$ cat config.mk
export PLATFORM = sky130hd
export DESIGN_NAME = load_store_unit_flat
export DESIGN_NICKNAME = d
export VERILOG_FILES = /design/src/rtl/lsu_pkg.sv /design/src/rtl/lsu_if.sv /design/src/rtl/lsu_lane_align.sv /design/src/rtl/load_store_unit.sv /design/src/flat_wrapper.sv
export SDC_FILE = /design/constraint.sdc
export NUM_CORES = 1
export LEC_CHECK = 0
export BUFFER_PORTS_ARGS = -buffer_cell sky130_fd_sc_hd__buf_2
export CORE_AREA = 2 2 180 182
export DETAILED_ROUTE_END_ITERATION = 8
export DIE_AREA = 0 0 182 184
export GPL_TIMING_DRIVEN = 1
export HOLD_SLACK_MARGIN = 0.12
export PLACE_DENSITY_LB_ADDON = 0.15
export SYNTH_ARGS = -nofsm -noshare
export SYNTH_HDL_FRONTEND = slang
export SYNTH_SLANG_ARGS = --single-unit
$ cat constraint.sdc
create_clock -name clk -period 4.1 [get_ports clk]
set_input_delay 0.615 -clock clk [delete_from_list [all_inputs] [get_ports clk]]
set_output_delay 0.615 -clock clk [all_outputs]
set_load 0.01 [all_outputs]
$ cat src/rtl/lsu_pkg.sv
// Shared types for the load/store unit: access-size encodings, FSM states,
// the latched request record and the per-size alignment mask.
package lsu_pkg;

  typedef enum logic [1:0] {
    SZ_BYTE  = 2'd0,
    SZ_HALF  = 2'd1,
    SZ_WORD  = 2'd2,
    SZ_DWORD = 2'd3
  } size_e;

  typedef enum logic [1:0] {
    IDLE  = 2'd0,
    READ  = 2'd1,
    WRITE = 2'd2,
    RESP  = 2'd3
  } state_e;

  // Everything the FSM needs after acceptance; the bus may change freely then.
  typedef struct packed {
    logic        write;
    size_e       size;
    logic        is_signed;
    logic        err;
    logic [63:0] addr;
    logic [63:0] wdata;
  } req_t;

  // Low address bits that must be zero for a naturally aligned access.
  function automatic logic [2:0] align_mask(size_e size);
    case (size)
      SZ_BYTE: return 3'b000;
      SZ_HALF: return 3'b001;
      SZ_WORD: return 3'b011;
      default: return 3'b111;
    endcase
  endfunction

endpackage

$ cat src/rtl/lsu_if.sv
// Pipeline-side request/response bundle of the load/store unit.
interface lsu_if;

  logic        req_valid;
  logic        req_ready;
  logic        req_write;
  logic [1:0]  req_size;
  logic        req_signed;
  logic [63:0] req_addr;
  logic [63:0] req_wdata;
  logic        resp_valid;
  logic [63:0] resp_rdata;
  logic        resp_err;

  // Execute stage drives requests and receives responses.
  modport master (
    output req_valid, req_write, req_size, req_signed, req_addr, req_wdata,
    input  req_ready, resp_valid, resp_rdata, resp_err
  );

  // Load/store unit side.
  modport slave (
    input  req_valid, req_write, req_size, req_signed, req_addr, req_wdata,
    output req_ready, resp_valid, resp_rdata, resp_err
  );

endinterface

$ cat src/rtl/lsu_lane_align.sv
// Combinational byte-lane steering: extracts/extends load data from a
// doubleword and merges store bytes into a doubleword (little-endian lanes).
module lsu_lane_align
  import lsu_pkg::*;
(
  input  logic [2:0]  lane,
  input  size_e       size,
  input  logic        is_signed,
  input  logic [63:0] line,
  input  logic [63:0] wdata,
  output logic [63:0] rdata,
  output logic [63:0] merged
);

  logic [5:0]  shamt;
  logic [63:0] line_sh;
  logic [63:0] wdata_sh;
  logic [7:0]  be_base;
  logic [7:0]  be;

  assign shamt    = {lane, 3'b000};
  assign line_sh  = line >> shamt;
  assign wdata_sh = wdata << shamt;

  // Extract the addressed bytes and zero- or sign-extend them.
  always_comb begin
    rdata = line_sh;
    case (size)
      SZ_BYTE: rdata = {{56{is_signed & line_sh[7]}},  line_sh[7:0]};
      SZ_HALF: rdata = {{48{is_signed & line_sh[15]}}, line_sh[15:0]};
      SZ_WORD: rdata = {{32{is_signed & line_sh[31]}}, line_sh[31:0]};
      default: rdata = line_sh;
    endcase
  end

  // Replace the enabled byte lanes of the line with the shifted store data.
  always_comb begin
    // NOTE: every output of a combinational block gets a default first so no path leaves it unassigned and a latch is inferred.
    be_base = 8'h01;
    case (size)
      SZ_BYTE: be_base = 8'h01;
      SZ_HALF: be_base = 8'h03;
      SZ_WORD: be_base = 8'h0F;
      default: be_base = 8'hFF;
    endcase
    be     = be_base << lane;
    merged = line;
    for (int k = 0; k < 8; k++) begin
      if (be[k]) merged[8*k +: 8] = wdata_sh[8*k +: 8];
    end
  end

endmodule

$ cat src/rtl/load_store_unit.sv
// Load/store unit: accepts byte-addressed requests, performs doubleword
// reads, read-modify-write stores and full doubleword writes, and returns a
// one-cycle response pulse.
module load_store_unit
  import lsu_pkg::*;
#(
  parameter int MEM_DEPTH = 128
) (
  input  logic        clk,
  input  logic        rst_n,
  lsu_if.slave        bus,
  output logic [63:0] mem_raddr,
  output logic        mem_read_en,
  input  logic [63:0] mem_rdata,
  output logic [63:0] mem_waddr,
  output logic        mem_write_en,
  output logic [63:0] mem_wdata
);

  state_e      state_q, state_d;
  req_t        req_q, req_d;
  logic [63:0] line_q, line_d;

  logic        misaligned;
  logic        out_of_range;
  logic [63:0] ext_rdata;
  logic [63:0] merged_line;
  logic        req_ready;
  logic        resp_valid;
  logic [63:0] resp_rdata;
  logic        resp_err;

  assign misaligned   = |(bus.req_addr[2:0] & align_mask(size_e'(bus.req_size)));
  assign out_of_range = bus.req_addr[63:3] >= 61'(MEM_DEPTH);

  lsu_lane_align u_lane_align (
    .lane      (req_q.addr[2:0]),
    .size      (req_q.size),
    .is_signed (req_q.is_signed),
    .line      (line_q),
    .wdata     (req_q.wdata),
    .rdata     (ext_rdata),
    .merged    (merged_line)
  );

  // Next-state, request capture, line-buffer load and all outputs.
  always_comb begin
    state_d      = state_q;
    req_d        = req_q;
    line_d       = line_q;
    req_ready    = 1'b0;
    resp_valid   = 1'b0;
    resp_rdata   = '0;
    resp_err     = 1'b0;
    mem_read_en  = 1'b0;
    mem_raddr    = '0;
    mem_write_en = 1'b0;
    mem_waddr    = '0;
    mem_wdata    = '0;
    case (state_q)
      IDLE: begin
        req_ready = 1'b1;
        if (bus.req_valid) begin
          req_d.write     = bus.req_write;
          req_d.size      = size_e'(bus.req_size);
          req_d.is_signed = bus.req_signed;
          req_d.err       = misaligned | out_of_range;
          req_d.addr      = bus.req_addr;
          req_d.wdata     = bus.req_wdata;
          if (misaligned || out_of_range)                          state_d = RESP;
          else if (bus.req_write && size_e'(bus.req_size) == SZ_DWORD) state_d = WRITE;
          else                                                     state_d = READ;
        end
      end
      READ: begin
        mem_read_en = 1'b1;
        mem_raddr   = {3'b000, req_q.addr[63:3]};
        line_d      = mem_rdata;
        state_d     = req_q.write ? WRITE : RESP;
      end
      WRITE: begin
        mem_write_en = 1'b1;
        mem_waddr    = {3'b000, req_q.addr[63:3]};
        mem_wdata    = (req_q.size == SZ_DWORD) ? req_q.wdata : merged_line;
        state_d      = RESP;
      end
      default: begin
        resp_valid = 1'b1;
        resp_err   = req_q.err;
        resp_rdata = (!req_q.write && !req_q.err) ? ext_rdata : '0;
        state_d    = IDLE;
      end
    endcase
  end

  // State, request latch and line buffer.
  always_ff @(posedge clk or negedge rst_n) begin
    if (!rst_n) begin
      // NOTE: non-blocking assignments in clocked blocks so every flop samples pre-edge values regardless of statement order.
      state_q <= IDLE;
      // NOTE: datapath registers are reset too; they are only a few flops and it keeps outputs deterministic after reset.
      req_q   <= '0;
      line_q  <= '0;
    end else begin
      state_q <= state_d;
      req_q   <= req_d;
      line_q  <= line_d;
    end
  end

  assign bus.req_ready  = req_ready;
  assign bus.resp_valid = resp_valid;
  assign bus.resp_rdata = resp_rdata;
  assign bus.resp_err   = resp_err;

endmodule

$ cat src/flat_wrapper.sv
// flat-port wrapper written by rule: the top's interface ports become plain ports
module load_store_unit_flat import lsu_pkg::*;
#(
  parameter int MEM_DEPTH = 128
)
  (clk, rst_n, mem_raddr, mem_read_en, mem_rdata, mem_waddr, mem_write_en, mem_wdata, bus_req_valid, bus_req_write, bus_req_size, bus_req_signed, bus_req_addr, bus_req_wdata, bus_req_ready, bus_resp_valid, bus_resp_rdata, bus_resp_err);
  lsu_if bus_i ();
  input  logic clk;
  input  logic rst_n;
  output logic [63:0] mem_raddr;
  output logic mem_read_en;
  input  logic [63:0] mem_rdata;
  output logic [63:0] mem_waddr;
  output logic mem_write_en;
  output logic [63:0] mem_wdata;
  input wire logic [$bits(bus_i.req_valid)-1:0] bus_req_valid;
  input wire logic [$bits(bus_i.req_write)-1:0] bus_req_write;
  input wire logic [$bits(bus_i.req_size)-1:0] bus_req_size;
  input wire logic [$bits(bus_i.req_signed)-1:0] bus_req_signed;
  input wire logic [$bits(bus_i.req_addr)-1:0] bus_req_addr;
  input wire logic [$bits(bus_i.req_wdata)-1:0] bus_req_wdata;
  output wire logic [$bits(bus_i.req_ready)-1:0] bus_req_ready;
  output wire logic [$bits(bus_i.resp_valid)-1:0] bus_resp_valid;
  output wire logic [$bits(bus_i.resp_rdata)-1:0] bus_resp_rdata;
  output wire logic [$bits(bus_i.resp_err)-1:0] bus_resp_err;
  assign bus_i.req_valid = bus_req_valid;
  assign bus_i.req_write = bus_req_write;
  assign bus_i.req_size = bus_req_size;
  assign bus_i.req_signed = bus_req_signed;
  assign bus_i.req_addr = bus_req_addr;
  assign bus_i.req_wdata = bus_req_wdata;
  assign bus_req_ready = bus_i.req_ready;
  assign bus_resp_valid = bus_i.resp_valid;
  assign bus_resp_rdata = bus_i.resp_rdata;
  assign bus_resp_err = bus_i.resp_err;
  load_store_unit #(.MEM_DEPTH(MEM_DEPTH)) u_core (.clk(clk), .rst_n(rst_n), .bus(bus_i), .mem_raddr(mem_raddr), .mem_read_en(mem_read_en), .mem_rdata(mem_rdata), .mem_waddr(mem_waddr), .mem_write_en(mem_write_en), .mem_wdata(mem_wdata));
endmodule
==> results of run 1 <==
## final cells by class
type                       count  area share, %
clock buffer                  18           2.55
tap                          402           2.99
inverter                      19          0.424
sequential                   199           29.6
clock inverter                14          0.795
multi-input combinational   1061           48.2
antenna                        5         0.0743
timing repair buffer         484           15.4
## worst register-to-register path, delay by kind of cell, from the launching register on
kind,cells,cell delay [ps]
adder cells (fa/ha/maj),1,330
buffers and inverters,2,640
multiplexers,1,400
AND/OR/NAND/NOR,1,410
flip-flops,1,480
## placed cells by master, fill, tap and decap left out, types with 15 or more instances in the layout
| cell type | count |
|---|---|
| nor2_4 | 22 |
| and2_1 | 134 |
| a21oi_1 | 82 |
| dfrtp_1 | 197 |
| o21a_1 | 16 |
| clkbuf_16 | 17 |
| nor2_1 | 51 |
| mux2i_1 | 104 |
| nand3_1 | 15 |
| buf_2 | 452 |
| mux2_2 | 228 |
| a21boi_0 | 17 |
| nand2_1 | 108 |
| inv_1 | 18 |
| buf_4 | 25 |
| o21ai_0 | 90 |
| a211oi_1 | 17 |
## cells by family after synthesis
group,share of synthesized area [%]
compound gates,14.9
fa+ha+maj,0.365
buf+inv,4.89
flops,36.3
mux,27.8
other cells,0.0274
simple gates,15.6
## sequential cells by signal (all words and copies together) (netlist names)
name,flops
u_core.req_q,133
u_core.line_q,64
u_core.state_q,2
## final timing paths
path / end / start / depth (start not counted)
hold reg to reg: u_core.req_q[57]$_DFFE_PN0P_ / u_core.req_q[57]$_DFFE_PN0P_ / 1
hold / removal: u_core.line_q[14]$_DFFE_PN0P_ / rst_n / 1
min in group clk: u_core.line_q[24]$_DFFE_PN0P_ / mem_rdata[24] / 3
setup / recovery: bus_resp_rdata[36] / u_core.req_q[65]$_DFFE_PN0P_ / 7
max in group asynchronous: u_core.req_q[55]$_DFFE_PN0P_ / rst_n / 2
setup reg to reg: u_core.req_q[73]$_DFFE_PN0P_ / u_core.state_q[0]$_DFFE_PN0P_ / 5
## layer usage
metal | wire [um] | vias to the layer above | share of wire [%] | GRT usage, %
met5 | 70 | - | 0.13 | 0
met4 | 2600 | 12 | 4.7 | 15.1
met3 | 4550 | 123 | 8.3 | 7.13
met2 | 25600 | 674 | 47 | 51.6
met1 | 22100 | 6264 | 40 | 41.6
li1 | - | 5766 | - | -
## power by group
group,internal (mW),leakage (nW),switching [mW]
combinational,4.08,5.43,5.08
sequential,2.98,2.34,1.75
clock,0.808,0.281,0.881
total,7.87,8.05,7.71
## through the flow
step / hold slack (ps) / utilization [%] / total power [mW]
floorplan: 319 / - / 10.2
global placement: 488 / 51.8 / 13.6
detailed placement: 494 / 51.8 / 13.7
CTS: 204 / 53.6 / 15.4
global route: 215 / 53.6 / 16.5
finish: 188 / 53.6 / 15.6
==> impl_metrics.yaml, run 1 <==
route:
  drcViolationCount: 0
  drt-total-wl_um: 54900
  drtPass1Iterations: 5
  drtAntennaViolNets: 0
  drt_iter0_drc: 1182
  wire_per_inst_um: 24.9
  avgViaCountPerCell: 5.83
  vias: 12800
clocking:
  numCtsBuffers: 17
  clockRootBuffer: "clkbuf_16"
  path_clk_slew_ps: 90
  cts_setup_buffers: 0
  cts_tree: "built"
  clockBufferDepth: 2
  clkLatencyLatePin_ps: 460
  clock-sinks: 199
  cts_hold_buf: 0
  htree_levels: 4
  cts_resized: 0
placed_design:
  dpl.cell_count: 2165
  gp_congestion: 0.954
  dp_worst_setup_slack_ps: 839
  place_area_um2: 16300
  post-dp-hpwl_um: 42300
  io_buffers: 453
grt:
  grt_antenna_before_repair: 10
  first_global_vias: 12600
  grt_overflow: 0
  grt.total_usage_pct: 32.2
  grt_first_pass_wirelength_um: 80200
  grt_max_degree: 78
synth:
  synth_edf_count: 0
  yosysMostFrequentCell: "mux2_2"
  yosys-top-cells-area: "dfrtp_1, mux2_2, mux2i_1"
  ys_warn_count: 0
  synth_ff_type: "dfrtp_1"
  ys_async_sr_fraction_pct: 100
  yosys-top-cells-count: "mux2_2, dfrtp_1, and2_1, nand2_1, mux2i_1"
  synth_top_area_share_pct: 36.3
  seq_area_frac_synth_pct: 36.3
  ys_ff_latch: 199
  netlist_instances: 1390
  ys_types: 63
  yosysTopAreaCell: "dfrtp_1"
  syn_avg_cell_area_um2: 9.86
  netlist_area_um2: 13700
flow_run:
  maxCapViolCount: 0
floorplan:
  fp.dieW_um: 182
  die-area_um2: 33500
  pin_count: 460
  die_h_um: 184
  coreArea_um2: 31400
  initial_core_util_pct: 43.6
  core.rowCount: 65
critical_path:
  start_kind: "flop"
  worstSetupEndpointType: "primary output"
  required_ps: 3480
  cp_top_family: "compound AO/OA/AOI/OAI gates"
  slowest_stage: "dfrtp_4"
  cp_max_fo: 41
  path_buf_inv: 2
  critical_path_class: "reg -> out"
  cp_cell_sequence: "mux2i_1 -> a2bb2oi_1 -> a211o_2 -> o211a_4 -> buf_12 -> nor2_2 -> buf_2"
  worstPathArrival_ps: 3180
  critPathMaxStageDelay_ps: 780
  reg2reg_slack_ps: 1710
cells_and_area:
  fin_area_um2: 16800
  finalNetCount: 1985
  multi_input_area_um2: 8110
  seq_area_um2: 4990
  syn2layout_area_growth_pct: 22.8
  nFillCells: 2955
  drive_gt1_share_pct: 45.1
  finalNonFillerCells: 2202
run_status:
  outcome: "finished, final reports clean"
timing:
  setup_viol: 0
  drv_slew: 0
  period_share_pct: 92.6
  rsz0062_at_grt: "false"
  hold_viol_final: 0
  setup_slack_ps: 303
  worst_pin_slew_ps: 818
  relSlewSlack_pct: 45.0
  final.setup.tns_ps: 0
  final.setup_skew_ps: 20.0
  fmax_mhz: 263
  finalCriticalPeriod_ps: 3800
worst_hold_path:
  hold_path.class: "in -> async"
power:
  peakVddDrop_mv: 0.461
  leakagePower_nw: 8.05
  powerDensity_nw_per_um2: 925
(Power assumes the default switching activity.)
==> run 2, diff against run 1 <==
- ABC_AREA: default -> 1
- CORE_AREA: 2 2 180 182 -> 2 2 177 179
- DIE_AREA: 0 0 182 184 -> 0 0 179 181
==> run 2 against run 1 <==
Sequential power shrank 15%. Largest cell class unchanged. Synthesized area grew 5.0%. Critical endpoint is now mem_wdata[63]. Clock skew shrank 9.2 ps. Flip-flop and latch count did not move.
==> impl_metrics.yaml, run 2 <==
critical_path:
  required_ps: 3480
  worstSetupEndpointType: "primary output"
  r2r_cells: 4
  critical_path_class: "reg -> out"
  start_kind: "flop"
  worstPathArrival_ps: 3050
  reg2reg_slack_ps: 1870
  cp_max_fo: 59
  rr_endpoint: "u_core.line_q[6]$_DFFE_PN0P_"
  worstReg2RegStart: "u_core.state_q[1]$_DFFE_PN0P_"
route:
  drtAntennaViolNets: 0
  drt_iter0_drc: 1704
  drtPass1Iterations: 6
  avgViaCountPerCell: 5.44
  vias: 16700
  drt-total-wl_um: 60600
  wire_per_inst_um: 19.7
  drcViolationCount: 0
synth:
  netlist_area_um2: 14400
  seq_area_frac_synth_pct: 34.6
  synth_compound_area_share_pct: 19.4
  yosys-top-cells-count: "nand2_1, inv_1, o21ai_0, dfrtp_1, nor2_1"
  ys_types: 36
  synth_top_family_by_area: "simple AND/OR/NAND/NOR gates"
  ys_warn_count: 0
  yosys-top-cells-area: "dfrtp_1, nand2_1, o21ai_0"
  synth_xor_area_share_pct: 0
  yosysMostFrequentCell: "nand2_1"
  yosys.area_share.adder_pct: 0.348
  syn_avg_cell_area_um2: 6.20
  yosysTopAreaCell: "dfrtp_1"
  synthMuxAreaShare_pct: 0.922
  synth_ff_type: "dfrtp_1"
  synth_top_area_share_pct: 34.6
  yosys.area_share.simple_pct: 31.0
  netlist_instances: 2321
  synth_edf_count: 0
  ys_async_sr_fraction_pct: 100
  ys_ff_latch: 199
placed_design:
  dpl.cell_count: 3039
  io_buffers: 453
  dp_worst_setup_slack_ps: 948
  post-dp-hpwl_um: 46800
  gp_congestion: 1.06
clocking:
  htree_levels: 4
  path_clk_slew_ps: 70
  cts_resized: 0
  numCtsBuffers: 17
  clockBufferDepth: 2
  cts_hold_buf: 0
  cts_setup_buffers: 0
  clock-sinks: 199
  clockRootBuffer: "clkbuf_16"
  cts_tree: "built"
  clkLatencyLatePin_ps: 460
floorplan:
  die_h_um: 181
  pin_count: 460
  coreArea_um2: 30300
  fp.dieW_um: 179
  initial_core_util_pct: 47.4
  core.rowCount: 64
  die-area_um2: 32400
power:
  powerDensity_nw_per_um2: 883
  combPwrFrac_pct: 62.3
  power_frac_seq_pct: 26.1
  leakagePower_nw: 10.4
  p_int_mw: 6.71
  p_sw_mw: 8.59
  p_clk_share_pct: 11.6
  peakVddDrop_mv: 0.421
  p_sw_share_pct: 56.1
cells_and_area:
  syn2layout_area_growth_pct: 20.5
  largest_reg_flops: 133
  finalCoreUtilization_pct: 57.1
  seq_area_um2: 4990
  top_regs: "u_core.req_q: 133 flops, u_core.line_q: 64 flops, u_core.state_q: 2 flops"
  top_register: "u_core.req_q"
  nFillCells: 3154
  final_common_cell: "nand2_1"
  finalNetCount: 2865
  multi_input_area_um2: 7490
  finalNonFillerCells: 3072
  drive_gt1_share_pct: 21.9
  final_cell_mix: "nand2_1, buf_2, inv_1, o21ai_0, dfrtp_1"
grt:
  first_global_vias: 15600
  grt_overflow: 0
  grt_antenna_before_repair: 5
  grt_first_pass_wirelength_um: 90300
  grt_max_degree: 106
  grt.total_usage_pct: 37.0
flow_run:
  maxCapViolCount: 0
timing:
  worst_pin_slew_ps: 955
  fmax_mhz: 273
  drv_slew: 0
  relSlewSlack_pct: 36.3
  setup_viol: 0
  final.setup_skew_ps: 10.8
  final.setup.tns_ps: 0
  hold_viol_final: 0
  setup_slack_ps: 435
  rsz0062_at_grt: "false"
  finalCriticalPeriod_ps: 3670
  period_share_pct: 89.4
worst_hold_path:
  hold_path.class: "in -> async"
run_status:
  outcome: "finished, final reports clean"
==> run 2: cell types whose count changed after synthesis, moves of 66 or more <==
cell / delta
nand2_1: +762
inv_1: +285
mux2_2: -218
o21ai_0: +194
and2_1: -134
mux2i_1: -102
o21ai_1: +74
nor2_1: +66
==> run 2: area by class of cell <==
class                   instances  share of cell area (%)
inverters                     310                    6.73
multi-input cells            1650                    43.3
clock inverters                11                   0.794
repair buffers                484                    14.9
diodes                          2                  0.0289
flip-flops and latches        199                    28.8
clock buffers                  20                    2.64
well taps                     396                    2.86
==> run 2: cells by family after synthesis <==
group / after synthesis
simple gates: 1102
fa+ha+maj: 4
buf+inv: 477
flops: 199
other cells: 1
mux: 12
compound gates: 526
==> run 2: how the worst max path moves through the flow <==
stage	startpoint	to	slack, ps	depth (start not counted)
finish	u_core.req_q[66]$_DFFE_PN0P_	mem_wdata[63]	430	7
global route	u_core.req_q[64]$_DFFE_PN0P_	bus_resp_rdata[23]	260	11
CTS	u_core.req_q[64]$_DFFE_PN0P_	mem_wdata[47]	440	7
detailed placement	u_core.req_q[64]$_DFFE_PN0P_	mem_wdata[47]	950	7
global placement	u_core.req_q[64]$_DFFE_PN0P_	mem_wdata[47]	960	7
floorplan	u_core.state_q[1]$_DFFE_PN0P_	mem_raddr[60]	1790	7
==> run 2: power by group through the flow <==
| stage | sequential, mW | combinational (mW) | clock (mW) |
|---|---|---|---|
| final | 4.00 | 9.53 | 1.77 |
| after global routing | 4.08 | 10.4 | 1.86 |
| after CTS | 3.95 | 9.37 | 1.79 |
| after detailed placement | 3.97 | 9.33 | 0 |
| after global placement | 3.96 | 9.27 | 0 |
| after floorplan | 3.43 | 6.38 | 0 |
==> run 2: worst max-delay path, cell delays in order (launching register included) <==
cell and delay (ps):
dfrtp_2 540, inv_1 260, buf_4 600, a21oi_2 290
inv_2 220, a21oi_1 90, a21oi_1 350, buf_2 210
==> run 2: per-layer routing <==
| metal | part of all wire [%] | vias to the layer above | track usage [%] |
|---|---|---|---|
| met5 | 0.038 | - | 0 |
| met4 | 5.9 | 4 | 20.6 |
| met3 | 8.8 | 167 | 6.31 |
| met2 | 45 | 942 | 58.8 |
| met1 | 40 | 7699 | 47.4 |
| li1 | - | 7911 | - |
==> run 2: through the flow <==
stage | cell area [um2] | hold WS [ps] | power (mW)
6_report | 17300 | 128 | 15.3
5_1_grt | 17300 | 168 | 16.4
4_1_cts | 17300 | 153 | 15.1
3_5_place_dp | 16700 | 473 | 13.3
3_3_place_gp | 16700 | 471 | 13.2
2_1_floorplan | 14400 | 319 | 9.81
==> run 3, diff against run 2 <==
- CELL_PAD_IN_SITES_DETAIL_PLACEMENT: default -> 1
- CELL_PAD_IN_SITES_GLOBAL_PLACEMENT: default -> 1
- CORE_AREA: 2 2 177 179 -> default
- CORE_MARGIN: default -> 2
- CORE_UTILIZATION: default -> 38
- DIE_AREA: 0 0 179 181 -> default
==> run 3 against run 2 <==
Core utilization is 11 points lower. Flip-flop and latch count stayed put. Routed wire length is 13% higher. Worst hold slack better by 210 ps. Sequential share of layout area is 0.20 points lower. Count of clock-buffer cells in the layout is 3 lower. Clock power hardly changed. Critical path depth is 1 higher. Register-to-register slack worse by 120 ps. Design area is 0.71% higher. Cell count is 3.8% higher. Critical path type unchanged. Critical endpoint is now mem_wdata[34]. Largest power group unchanged.
==> impl_metrics.yaml, run 3 (synthesis results as in run 2) <==
critical_path:
  slowest_stage: "dfrtp_4"
  rr_endpoint: "u_core.line_q[6]$_DFFE_PN0P_"
  critPathMaxStageDelay_ps: 650
  r2r_cells: 4
  worstPathArrival_ps: 3240
  worstSetupEndpointType: "primary output"
  required_ps: 3480
  reg2reg_slack_ps: 1750
  cp_cell_sequence: "buf_12 -> nor2_4 -> nand2_1 -> nand2_1 -> o21ai_0 -> a21oi_1 -> nor2_1 -> buf_2"
  critPathMostFrequentCell: "nand2_1"
  worstReg2RegStart: "u_core.state_q[1]$_DFFE_PN0P_"
  critical_path_class: "reg -> out"
  cp_max_fo: 72
  start_kind: "flop"
cells_and_area:
  syn2layout_area_growth_pct: 21.3
  largest_reg_flops: 133
  drive_gt1_share_pct: 22.0
  top_regs: "u_core.req_q: 133 flops, u_core.line_q: 64 flops, u_core.state_q: 2 flops"
  top_register: "u_core.req_q"
  finalNetCount: 2867
  final_cell_mix: "nand2_1, buf_2, inv_1, o21ai_0, dfrtp_1"
  finalNonFillerCells: 3189
  nFillCells: 5208
  final_common_cell: "nand2_1"
worst_hold_path:
  hold_path.startpoint: "bus_req_addr[8]"
  min_path_cells: 3
  hold_path.class: "in -> reg"
  hold_end: "u_core.req_q[72]$_DFFE_PN0P_"
grt:
  grt_max_degree: 131
  grt_antenna_before_repair: 8
  grtUsageMet3_pct: 5.92
  use_met1_pct: 43.5
  grt.total_usage_pct: 34.5
  grt_util_met2_pct: 57.0
  grt_first_pass_wirelength_um: 102000
  first_global_vias: 16900
  grt_overflow: 0
  grt_busiest_layer: "met2"
timing:
  relSlewSlack_pct: 39.1
  final.setup.tns_ps: 0
  finalCriticalPeriod_ps: 3860
  fmax_mhz: 259
  drv_slew: 0
  worst_pin_slew_ps: 913
  setup_viol: 0
  rsz0062_at_grt: "false"
  period_share_pct: 94.0
  final.setup_skew_ps: 12.6
  hold_viol_final: 0
floorplan:
  die_h_um: 199
  core.rowCount: 71
  coreArea_um2: 37500
  initial_core_util_pct: 38.4
  pin_count: 460
  die-area_um2: 39400
  fp.dieW_um: 199
route:
  drt-total-wl_um: 68400
  vias: 16900
  avgViaCountPerCell: 5.29
  drtPass1Iterations: 5
  drt_iter0_drc: 1163
  drtAntennaViolNets: 0
  wire_per_inst_um: 21.5
  drcViolationCount: 0
clocking:
  clockRootBuffer: "clkbuf_16"
  path_clk_slew_ps: 80
  cts_setup_buffers: 0
  cts_tree: "built"
  cts_resized: 0
  clockBufferDepth: 2
  clkLatencyLatePin_ps: 470
  htree_levels: 4
  numCtsBuffers: 17
  clock-sinks: 199
  cts_hold_buf: 1
flow_run:
  maxCapViolCount: 0
placed_design:
  post-dp-hpwl_um: 53100
  dpl.cell_count: 3155
  io_buffers: 453
  gp_congestion: 1.02
power:
  peakVddDrop_mv: 0.441
  p_sw_share_pct: 57.5
  p_int_mw: 6.62
  leakagePower_nw: 10.3
  powerDensity_nw_per_um2: 892
  power_frac_seq_pct: 25.8
  combPwrFrac_pct: 63.0
  p_clk_share_pct: 11.2
  p_sw_mw: 8.95
run_status:
  outcome: "finished, final reports clean"
==> run 3: how the worst max path moves through the flow <==
stage	startpoint	to	slack, ps
2_1_floorplan	u_core.state_q[1]$_DFFE_PN0P_	mem_raddr[60]	1790
6_report	u_core.req_q[64]$_DFFE_PN0P_	mem_wdata[34]	240
3_3_place_gp	u_core.req_q[64]$_DFFE_PN0P_	mem_wdata[34]	800
4_1_cts	u_core.req_q[64]$_DFFE_PN0P_	mem_wdata[37]	260
3_5_place_dp	u_core.req_q[64]$_DFFE_PN0P_	mem_wdata[37]	790
5_1_grt	u_core.req_q[64]$_DFFE_PN0P_	mem_wdata[28]	70
==> run 3: cell type report <==
type                            instances  area (um2)  share of cell area (%)
Inverter                              310        1170                    6.68
Sequential cell                       199        4990                    28.6
Clock inverter                         14         143                   0.818
Clock buffer                           17         425                    2.44
Timing Repair Buffer                  486        2590                    14.8
Tap cell                              511         639                    3.66
Multi-Input combinational cell       1650        7490                    43.0
Antenna cell                            2        5.00                  0.0287
==> run 3: power by group through the flow <==
stage	clock network [mW]	logic (mW)	registers [mW]
global route	1.82	10.8	4.11
detailed placement	0	9.68	3.99
global placement	0	9.52	3.96
floorplan	0	6.38	3.43
CTS	1.76	9.74	3.98
finish	1.74	9.81	4.02
==> run 3: layer usage <==
metal  vias to the layer above  wire length [um]
met3                       144              4440
met1                      8176             28700
met5                         -                67
li1                       7903                 -
met2                       638             31800
met4                        10              3410
==> run 3: through the flow <==
step / hold slack (ps) / total power, mW / cell area (um2) / worst slack (ps) / utilization, %
after global routing: 347 / 16.7 / 17400 / 70.8 / 46.5
after floorplan: 319 / 9.81 / 14400 / 1790 / -
final: 340 / 15.6 / 17400 / 245 / 46.5
after detailed placement: 482 / 13.7 / 16900 / 788 / 45.0
after global placement: 470 / 13.5 / 16900 / 795 / 45.0
after CTS: 329 / 15.5 / 17400 / 262 / 46.5
==> run 3: worst max-delay path, delay by kind of cell (launching register included) <==
| kind | cells | cell delay [ps] |
|---|---|---|
| compound gates | 2 | 530 |
| buf+inv | 2 | 420 |
| flops | 1 | 650 |
| simple gates | 4 | 1140 |
